--- src/rtl/bus_conv_pkg.sv ---
// Shared definitions for the host-to-memory width converter.
//  - state_t    : FSM state type; the codes are also visible on the outstate debug port
//  - lane_sel_t : result of next_lane (found flag + lane index)
//  - calc_ratio / calc_lw : derive lane count and lane-index width from the data widths
//  - next_lane  : lowest set mask bit at or above a start index
package bus_conv_pkg;

    typedef enum logic [3:0] {
        ST_IDLE  = 4'd0,
        ST_WRITE = 4'd1,   // write lanes still pending
        ST_READ  = 4'd2,   // read lanes still being issued
        ST_DRAIN = 4'd3,   // all reads issued, captures outstanding
        ST_ACK   = 4'd4    // bus_ack cycle
    } state_t;

    // Widest lane count supported; lane masks are zero-extended to this.
    localparam int MAX_RATIO = 8;

    typedef struct packed {
        logic       found;
        logic [2:0] idx;
    } lane_sel_t;

    function automatic int calc_ratio(input int host_dw, input int mem_dw);
        return host_dw / mem_dw;
    endfunction

    function automatic int calc_lw(input int ratio);
        return $clog2(ratio);
    endfunction

    function automatic lane_sel_t next_lane(input logic [MAX_RATIO-1:0] mask,
                                            input logic [2:0]           from);
        lane_sel_t r;
        r = '0;
        // Descending scan so the lowest qualifying index is the last one written.
        for (int i = MAX_RATIO - 1; i >= 0; i--) begin
            if (mask[i] && (i >= int'(from))) begin
                r.found = 1'b1;
                r.idx   = 3'(i);
            end
        end
        return r;
    endfunction

endpackage

--- src/rtl/bus_conv_if.sv ---
// Host-side bus of the width converter.
//  master : host (drives en/we/addr/bytesel/data_in, receives data_out/bus_ack/busy)
//  slave  : converter
//  addr is a host word address (AW-LW bits); bytesel has one bit per memory lane.
interface bus_conv_if import bus_conv_pkg::*; #(
    parameter int AW      = 14,
    parameter int HOST_DW = 16,
    parameter int MEM_DW  = 8
);
    localparam int RATIO = calc_ratio(HOST_DW, MEM_DW);
    localparam int LW    = calc_lw(RATIO);

    logic                en;
    logic                we;
    logic [AW-LW-1:0]    addr;
    logic [RATIO-1:0]    bytesel;
    logic [HOST_DW-1:0]  data_in;
    logic [HOST_DW-1:0]  data_out;
    logic                bus_ack;
    logic                busy;

    modport master (
        output en, we, addr, bytesel, data_in,
        input  data_out, bus_ack, busy
    );

    modport slave (
        input  en, we, addr, bytesel, data_in,
        output data_out, bus_ack, busy
    );
endinterface

--- src/rtl/bus_conv_lane_pick.sv ---
// Combinational priority picker: lowest set bit of the remaining-lane mask.
//  mask  in  RATIO  lanes still to be visited
//  found out 1      at least one lane remains
//  lane  out LW     index of the lowest remaining lane (0 when none)
module bus_conv_lane_pick import bus_conv_pkg::*; #(
    parameter int RATIO = 2,
    parameter int LW    = 1
) (
    input  logic [RATIO-1:0] mask,
    output logic             found,
    output logic [LW-1:0]    lane
);
    logic [MAX_RATIO-1:0] mask_ext;
    lane_sel_t            pick;
    logic                 unused_idx_bits;

    genvar gi;
    generate
        for (gi = 0; gi < MAX_RATIO; gi++) begin : g_ext
            if (gi < RATIO) begin : g_used
                assign mask_ext[gi] = mask[gi];
            end else begin : g_pad
                assign mask_ext[gi] = 1'b0;
            end
        end
    endgenerate

    assign pick            = next_lane(mask_ext, 3'd0);
    assign found           = pick.found;
    assign lane            = pick.idx[LW-1:0];
    // Upper index bits are always zero when RATIO < MAX_RATIO.
    assign unused_idx_bits = ^pick.idx;
endmodule

--- src/rtl/bus_width_converter.sv ---
// Host-to-memory width converter: one HOST_DW host access becomes one MEM_DW
// memory access per selected lane (ascending, unselected lanes skipped).
// Reads are issued back to back; an RD_LAT-deep valid/lane line tracks when
// each lane's data returns on mem_data_in.
//  clk, rst      clock / asynchronous active-low reset
//  host          host bus (slave side)
//  mem_addr      {latched word address, lane}
//  mem_data_in   RAM read data, RD_LAT cycles after mem_en
//  mem_data_out  RAM write data
//  mem_we/mem_en RAM write strobe / enable
//  outstate      current FSM state code
// All outputs are registered.
module bus_width_converter import bus_conv_pkg::*; #(
    parameter int AW      = 14,
    parameter int HOST_DW = 16,
    parameter int MEM_DW  = 8,
    parameter int RD_LAT  = 1
) (
    input  logic              clk,
    input  logic              rst,
    bus_conv_if.slave         host,
    output logic [AW-1:0]     mem_addr,
    input  logic [MEM_DW-1:0] mem_data_in,
    output logic [MEM_DW-1:0] mem_data_out,
    output logic              mem_we,
    output logic              mem_en,
    output logic [3:0]        outstate
);
    localparam int RATIO = calc_ratio(HOST_DW, MEM_DW);
    localparam int LW    = calc_lw(RATIO);

    generate
        if (HOST_DW % MEM_DW != 0) begin : g_bad_dw
            $error("HOST_DW must be a multiple of MEM_DW");
        end
        if (RATIO < 2 || RATIO > MAX_RATIO || (RATIO & (RATIO - 1)) != 0) begin : g_bad_ratio
            $error("HOST_DW/MEM_DW must be a power of two in 2..8");
        end
        if (RD_LAT < 1 || RD_LAT > 4) begin : g_bad_lat
            $error("RD_LAT must be in 1..4");
        end
    endgenerate

    state_t              state_reg, state_next;
    logic                armed_reg;
    logic                we_reg;
    logic [AW-LW-1:0]    addr_reg;
    logic [HOST_DW-1:0]  wdata_reg;
    logic [RATIO-1:0]    pend_reg, pend_next;
    logic [HOST_DW-1:0]  cap_reg, cap_merged;
    logic [RD_LAT:0]     cap_vld_reg;
    logic [LW-1:0]       cap_lane_reg [RD_LAT+1];
    logic [HOST_DW-1:0]  data_out_reg, data_out_next;
    logic                mem_en_reg, mem_en_next;
    logic                mem_we_reg, mem_we_next;
    logic [AW-1:0]       mem_addr_reg, mem_addr_next;
    logic [MEM_DW-1:0]   mem_dout_reg, mem_dout_next;
    logic                bus_ack_reg, bus_ack_next;
    logic                busy_reg, busy_next;

    logic                accept, in_issue_state, issue, last_capture;
    logic                we_src;
    logic [AW-LW-1:0]    addr_src;
    logic [HOST_DW-1:0]  wdata_src;
    logic [RATIO-1:0]    pick_mask, lane_onehot;
    logic                pick_found;
    logic [LW-1:0]       pick_lane;
    logic [MEM_DW-1:0]   wr_lane [RATIO];

    assign accept         = (state_reg == ST_IDLE) && host.en && armed_reg;
    assign in_issue_state = (state_reg == ST_WRITE) || (state_reg == ST_READ);

    // On the accepting edge the first lane is issued straight from the host
    // inputs so that memory activity starts in the very next cycle.
    assign pick_mask = (state_reg == ST_IDLE) ? host.bytesel : pend_reg;
    assign we_src    = accept ? host.we      : we_reg;
    assign addr_src  = accept ? host.addr    : addr_reg;
    assign wdata_src = accept ? host.data_in : wdata_reg;

    bus_conv_lane_pick #(.RATIO(RATIO), .LW(LW)) u_lane_pick (
        .mask  (pick_mask),
        .found (pick_found),
        .lane  (pick_lane)
    );

    assign issue = pick_found && (accept || in_issue_state);

    genvar gi;
    generate
        for (gi = 0; gi < RATIO; gi++) begin : g_lane
            assign wr_lane[gi]     = wdata_src[gi*MEM_DW +: MEM_DW];
            assign lane_onehot[gi] = (pick_lane == LW'(gi));
            // Capture register with the lane returning this cycle already merged in.
            assign cap_merged[gi*MEM_DW +: MEM_DW] =
                (cap_vld_reg[RD_LAT] && cap_lane_reg[RD_LAT] == LW'(gi)) ?
                mem_data_in : cap_reg[gi*MEM_DW +: MEM_DW];
        end
    endgenerate

    assign pend_next = (accept || in_issue_state) ? (pick_mask & ~lane_onehot) : pend_reg;

    // Last read returns when the oldest stage is valid and nothing younger is in flight.
    assign last_capture = (state_reg == ST_DRAIN) && cap_vld_reg[RD_LAT] &&
                          !(|cap_vld_reg[RD_LAT-1:0]);

    always_comb begin
        state_next = state_reg;
        case (state_reg)
            ST_IDLE: begin
                if (accept) begin
                    if (!pick_found)  state_next = ST_ACK;
                    else if (host.we) state_next = ST_WRITE;
                    else              state_next = ST_READ;
                end
            end
            ST_WRITE: if (!pick_found) state_next = ST_ACK;
            ST_READ:  if (!pick_found) state_next = ST_DRAIN;
            ST_DRAIN: if (last_capture) state_next = ST_ACK;
            ST_ACK:   state_next = ST_IDLE;
            default:  state_next = ST_IDLE;
        endcase
    end

    always_comb begin
        mem_en_next   = issue;
        mem_we_next   = issue && we_src;
        mem_addr_next = '0;
        mem_dout_next = '0;
        if (issue) begin
            mem_addr_next = {addr_src, pick_lane};
            if (we_src) mem_dout_next = wr_lane[pick_lane];
        end
        bus_ack_next  = (state_next == ST_ACK);
        busy_next     = (state_next != ST_IDLE);
        data_out_next = last_capture ? cap_merged : data_out_reg;
    end

    always_ff @(posedge clk or negedge rst) begin
        if (!rst) begin
            state_reg    <= ST_IDLE;
            armed_reg    <= 1'b1;
            we_reg       <= 1'b0;
            addr_reg     <= '0;
            wdata_reg    <= '0;
            pend_reg     <= '0;
            cap_reg      <= '0;
            cap_vld_reg  <= '0;
            for (int s = 0; s <= RD_LAT; s++) cap_lane_reg[s] <= '0;
            data_out_reg <= '0;
            mem_en_reg   <= 1'b0;
            mem_we_reg   <= 1'b0;
            mem_addr_reg <= '0;
            mem_dout_reg <= '0;
            bus_ack_reg  <= 1'b0;
            busy_reg     <= 1'b0;
        end else begin
            state_reg <= state_next;
            // A held-high en must drop for a cycle before the next acceptance.
            if (accept)        armed_reg <= 1'b0;
            else if (!host.en) armed_reg <= 1'b1;
            if (accept) begin
                we_reg    <= host.we;
                addr_reg  <= host.addr;
                wdata_reg <= host.data_in;
            end
            pend_reg        <= pend_next;
            cap_vld_reg     <= {cap_vld_reg[RD_LAT-1:0], issue && !we_src};
            cap_lane_reg[0] <= pick_lane;
            for (int s = 1; s <= RD_LAT; s++) cap_lane_reg[s] <= cap_lane_reg[s-1];
            // Cleared per transaction so unselected lanes read back as zero.
            if (accept)                   cap_reg <= '0;
            else if (cap_vld_reg[RD_LAT]) cap_reg <= cap_merged;
            data_out_reg <= data_out_next;
            mem_en_reg   <= mem_en_next;
            mem_we_reg   <= mem_we_next;
            mem_addr_reg <= mem_addr_next;
            mem_dout_reg <= mem_dout_next;
            bus_ack_reg  <= bus_ack_next;
            busy_reg     <= busy_next;
        end
    end

    assign host.data_out = data_out_reg;
    assign host.bus_ack  = bus_ack_reg;
    assign host.busy     = busy_reg;
    assign mem_en        = mem_en_reg;
    assign mem_we        = mem_we_reg;
    assign mem_addr      = mem_addr_reg;
    assign mem_data_out  = mem_dout_reg;
    assign outstate      = state_reg;
endmodule

--- src/flat_wrapper.sv ---
// flat-port wrapper written by rule: the top's interface ports become plain ports
module bus_width_converter_flat import bus_conv_pkg::*;
#(
    parameter int AW      = 14,
    parameter int HOST_DW = 16,
    parameter int MEM_DW  = 8,
    parameter int RD_LAT  = 1
)
  (clk, rst, mem_addr, mem_data_in, mem_data_out, mem_we, mem_en, outstate, host_en, host_we, host_addr, host_bytesel, host_data_in, host_data_out, host_bus_ack, host_busy);
  bus_conv_if #(.AW(AW), .HOST_DW(HOST_DW), .MEM_DW(MEM_DW)) host_i ();
  input  logic clk;
  input  logic rst;
  output logic [AW-1:0] mem_addr;
  input  logic [MEM_DW-1:0] mem_data_in;
  output logic [MEM_DW-1:0] mem_data_out;
  output logic mem_we;
  output logic mem_en;
  output logic [3:0] outstate;
  input wire logic [$bits(host_i.en)-1:0] host_en;
  input wire logic [$bits(host_i.we)-1:0] host_we;
  input wire logic [$bits(host_i.addr)-1:0] host_addr;
  input wire logic [$bits(host_i.bytesel)-1:0] host_bytesel;
  input wire logic [$bits(host_i.data_in)-1:0] host_data_in;
  output wire logic [$bits(host_i.data_out)-1:0] host_data_out;
  output wire logic [$bits(host_i.bus_ack)-1:0] host_bus_ack;
  output wire logic [$bits(host_i.busy)-1:0] host_busy;
  assign host_i.en = host_en;
  assign host_i.we = host_we;
  assign host_i.addr = host_addr;
  assign host_i.bytesel = host_bytesel;
  assign host_i.data_in = host_data_in;
  assign host_data_out = host_i.data_out;
  assign host_bus_ack = host_i.bus_ack;
  assign host_busy = host_i.busy;
  bus_width_converter #(.AW(AW), .HOST_DW(HOST_DW), .MEM_DW(MEM_DW), .RD_LAT(RD_LAT)) u_core (.clk(clk), .rst(rst), .host(host_i), .mem_addr(mem_addr), .mem_data_in(mem_data_in), .mem_data_out(mem_data_out), .mem_we(mem_we), .mem_en(mem_en), .outstate(outstate));
endmodule
--- config.mk ---
export PLATFORM = sky130hd
export DESIGN_NAME = bus_width_converter_flat
export DESIGN_NICKNAME = d
export VERILOG_FILES = /design/src/rtl/bus_conv_pkg.sv /design/src/rtl/bus_conv_if.sv /design/src/rtl/bus_conv_lane_pick.sv /design/src/rtl/bus_width_converter.sv /design/src/flat_wrapper.sv
export SDC_FILE = /design/constraint.sdc
export NUM_CORES = 1
export LEC_CHECK = 0
export ABC_AREA = 1
export BUFFER_PORTS_ARGS = -buffer_cell sky130_fd_sc_hd__buf_2
export CAP_MARGIN = 20
export CORE_MARGIN = 3
export CORE_UTILIZATION = 43
export CTS_BUF_LIST = sky130_fd_sc_hd__clkbuf_8
export DETAILED_ROUTE_END_ITERATION = 6
export HOLD_SLACK_MARGIN = 0.02
export PLACE_DENSITY = 0.63
export RECOVER_POWER = 25
export SYNTH_ARGS = -nofsm -noshare
export SYNTH_HDL_FRONTEND = slang
export SYNTH_HIERARCHICAL = 1
export SYNTH_SLANG_ARGS = --single-unit
--- constraint.sdc ---
create_clock -name clk -period 5.4 [get_ports clk]
set_input_delay 0.54 -clock clk [delete_from_list [all_inputs] [get_ports clk]]
set_output_delay 0.54 -clock clk [all_outputs]
set_load 0.05 [all_outputs]
==> results.cfg <==
[sta]
maxSlewViolCount = 103
period_minus_slack_ns = 3.66
max_clock_freq_mhz = 273
finalHoldViolations = 0
period_share = 0.677
fin_ws_ns = 1.74
slew_headroom = -0.233
grt_setup_unrepaired = false
setup_viol = 0
skew_ns = 0.00553
worstMarginPinSlew_ns = 1.85
tns_ns = 0

[yosys]
avgSynthCellArea_sq_um = 9.44
syn-instance-count = 430
ys_types = 28
synth.area.top_cells = dfrtp_1 60%, nand2_1 11%, inv_1 4.1%
synth_nets = 473
synth_warnings = 6
synthesis.area_sq_um = 4060
yosysSeqAreaShare = 0.610
synth_top_cell_area_share = 0.604
yosys.area.top_type = dfrtp_1
ys_ff_latch = 99

[cts]
cts.sinks = 99
clkTransAtPathRegs_ns = 0.09
cts_resized = 0
h-tree-depth = 3
clkLatencyLatePin_ns = 0.35
root_buffer = clkbuf_8
holdBufCountCts = 0
post-cts-setup-buffer-count = 0
cts_buffers = 9
tritoncts = yes
cts_buffer_depth = 2

[placed_design]
hpwl_mm = 5.66
numPortBuffers = 88
gp_congestion = 0.873
pre_cts_ws_ns = 2.64

[detailed_routing]
first_pass_iters = 5
dr_total_vias = 3063
postRouteAntennaNets = 0
viasPerCell = 4.89
drt_wl_total_mm = 8.37
drtIter0Drc = 129
maxUsedRoutingLayer = met4
drcViolationCount = 0
wire_per_inst_um = 13.3
wl_met1_mm = 3.94
dr_wl_met2_mm = 3.90
wl_met3_um = 453

[worst_hold_path]
hold_start = host_en
hold_path.class = input port to flop

[setup_path]
path_cells = nor2_1, nand2_4, clkinv_1, nand2_1, nand2_1, inv_1, nor2_1, clkinv_1, nand3_1, nand2_1, nor2_1
startpoint = u_core/outstate[2]
cp.arrival_ns = 3.94
path_class = flop to flop
required_ns = 5.68
crit_path_end_kind = flop
startpoint_type = flop
slowest_delay_ns = 1.31
crit_slowest_cell = nor2_1
r2r-start = u_core/outstate[2]
worstPathMaxFanout = 24

[layout]
fillers = 846
drive_above_1_share = 0.247
nets = 557
area_delta_synth_final_pct = 17.1
insertedDiodeCount = 0

[global_routing]
grt_pass1_vias = 3049
grt-ovfl-total = 0
grt_usage = 0.170
grt_antenna_before_repair = 0
grt_max_degree = 78
grt_pass1_wl_mm = 14.2

[floorplanning]
dieArea_sq_um = 10600
ios = 89
std_cell_rows = 34
die_w_um = 103
start_util = 0.454
dieHeight_um = 103
core_sq_um = 8930

[pwr]
power_leakage_nw = 2.65
pwr-share-comb = 0.404
clkPwrFrac = 0.192
sw_frac_of_total = 0.422
p_seq_frac = 0.404
ir_drop_mv = 0.283
intPower_mw = 1.59
power-per-cell-area_nw_per_um2 = 578
switchingPower_mw = 1.16

[outcome]
status = complete, but fails checks
violations = max-capacitance violations, max-slew violations

[flow_run]
cap_violations = 2
==> routing by layer <==
layer	track usage	vias up
met1	0.239	1458
met3	0.0409	7
met5	0	-
li1	-	1517
met4	0.0627	0
met2	0.259	81
==> critical path: cells and delay by family (launching register included) <==
kind | cells | cell delay, ns
DFF | 1 | 0.39
buffers and inverters | 3 | 0.73
and+or+nand+nor | 8 | 2.45
==> final timing paths <==
path                            slack, ns                       end  depth (start not counted)
worst min register to register       0.37     u_core/cap_vld_reg[1]                          0
worst max register to register       1.74    u_core/mem_data_out[6]                         11
worst max-delay path                 1.74    u_core/mem_data_out[6]                         11
max in group asynchronous            2.60    u_core/mem_data_out[4]                          2
worst min-delay path                 0.37          u_core/armed_reg                          2
min in group asynchronous            0.40  u_core/host.data_out[14]                          1
==> cells by family after synthesis <==
| family | share of synthesized area |
|---|---|
| buf+inv | 0.0712 |
| flops | 0.610 |
| compound gates | 0.0376 |
| other cells | 0.000924 |
| mux | 0.0222 |
| simple gates | 0.258 |
==> per-stage QoR <==
stage | hold slack (ns) | area, sq um | power, mW | utilization | instances
CTS | 0.0484 | 4770 | 2.78 | 0.534 | 627
finish | 0.365 | 4750 | 2.75 | 0.532 | 627
floorplan | 0.244 | 4060 | 2.00 | - | 430
global placement | 0.357 | 4540 | 2.22 | 0.508 | 611
detailed placement | 0.362 | 4540 | 2.24 | 0.508 | 611
global route | 0.367 | 4750 | 2.96 | 0.532 | 627
==> synthesized netlist by cell type <==
cell      number
buf_2          5
conb_1         1
nor2_4         2
inv_2          2
buf_4          2
nand3_2        2
nand4_1       18
dfstp_2        1
dfrtp_1       98
o21ai_1        1
o21ai_0       16
clkinv_1       3
nand2_2        2
nand3_1       31
clkbuf_2       1
inv_1         44
clkbuf_1       4
mux2_2         8
nand2_1      122
or2_1          3
nand3_4        1
or2_0         10
buf_6          4
nand4_2        1
o21ai_2        6
nor2_1        38
a21oi_1        3
nand2_4        1
==> power by group through the flow <==
stage               logic, mW  registers (mW)  clock network, mW
finish                   1.11            1.11              0.528
global route             1.24            1.14              0.577
CTS                      1.12            1.11              0.547
detailed placement       1.11            1.12                  0
global placement         1.10            1.12                  0
floorplan               0.563            1.44                  0
==> cell type report <==
cell class / instances / area, sq um / share of cell area
Clock buffer: 11 / 151 / 0.0318
Clock inverter: 5 / 76.3 / 0.0161
Inverter: 49 / 184 / 0.0387
Multi-Input combinational cell: 266 / 1280 / 0.270
Sequential cell: 99 / 2480 / 0.521
Tap cell: 108 / 135 / 0.0284
Timing Repair Buffer: 89 / 444 / 0.0934
==> placed cells by master (no fill, tap or decap), drive strengths merged <==
master / n
dfrtp: 98
buf: 87
bufinv: 2
conb: 1
clkinvlp: 1
nand2: 125
dfstp: 1
nor2: 40
clkinv: 4
inv: 47
clkbuf: 13
nand4: 19
a21oi: 3
or2: 13
nand3: 34
o21ai: 23
mux2: 8
Power figures use the tool's default switching activity.
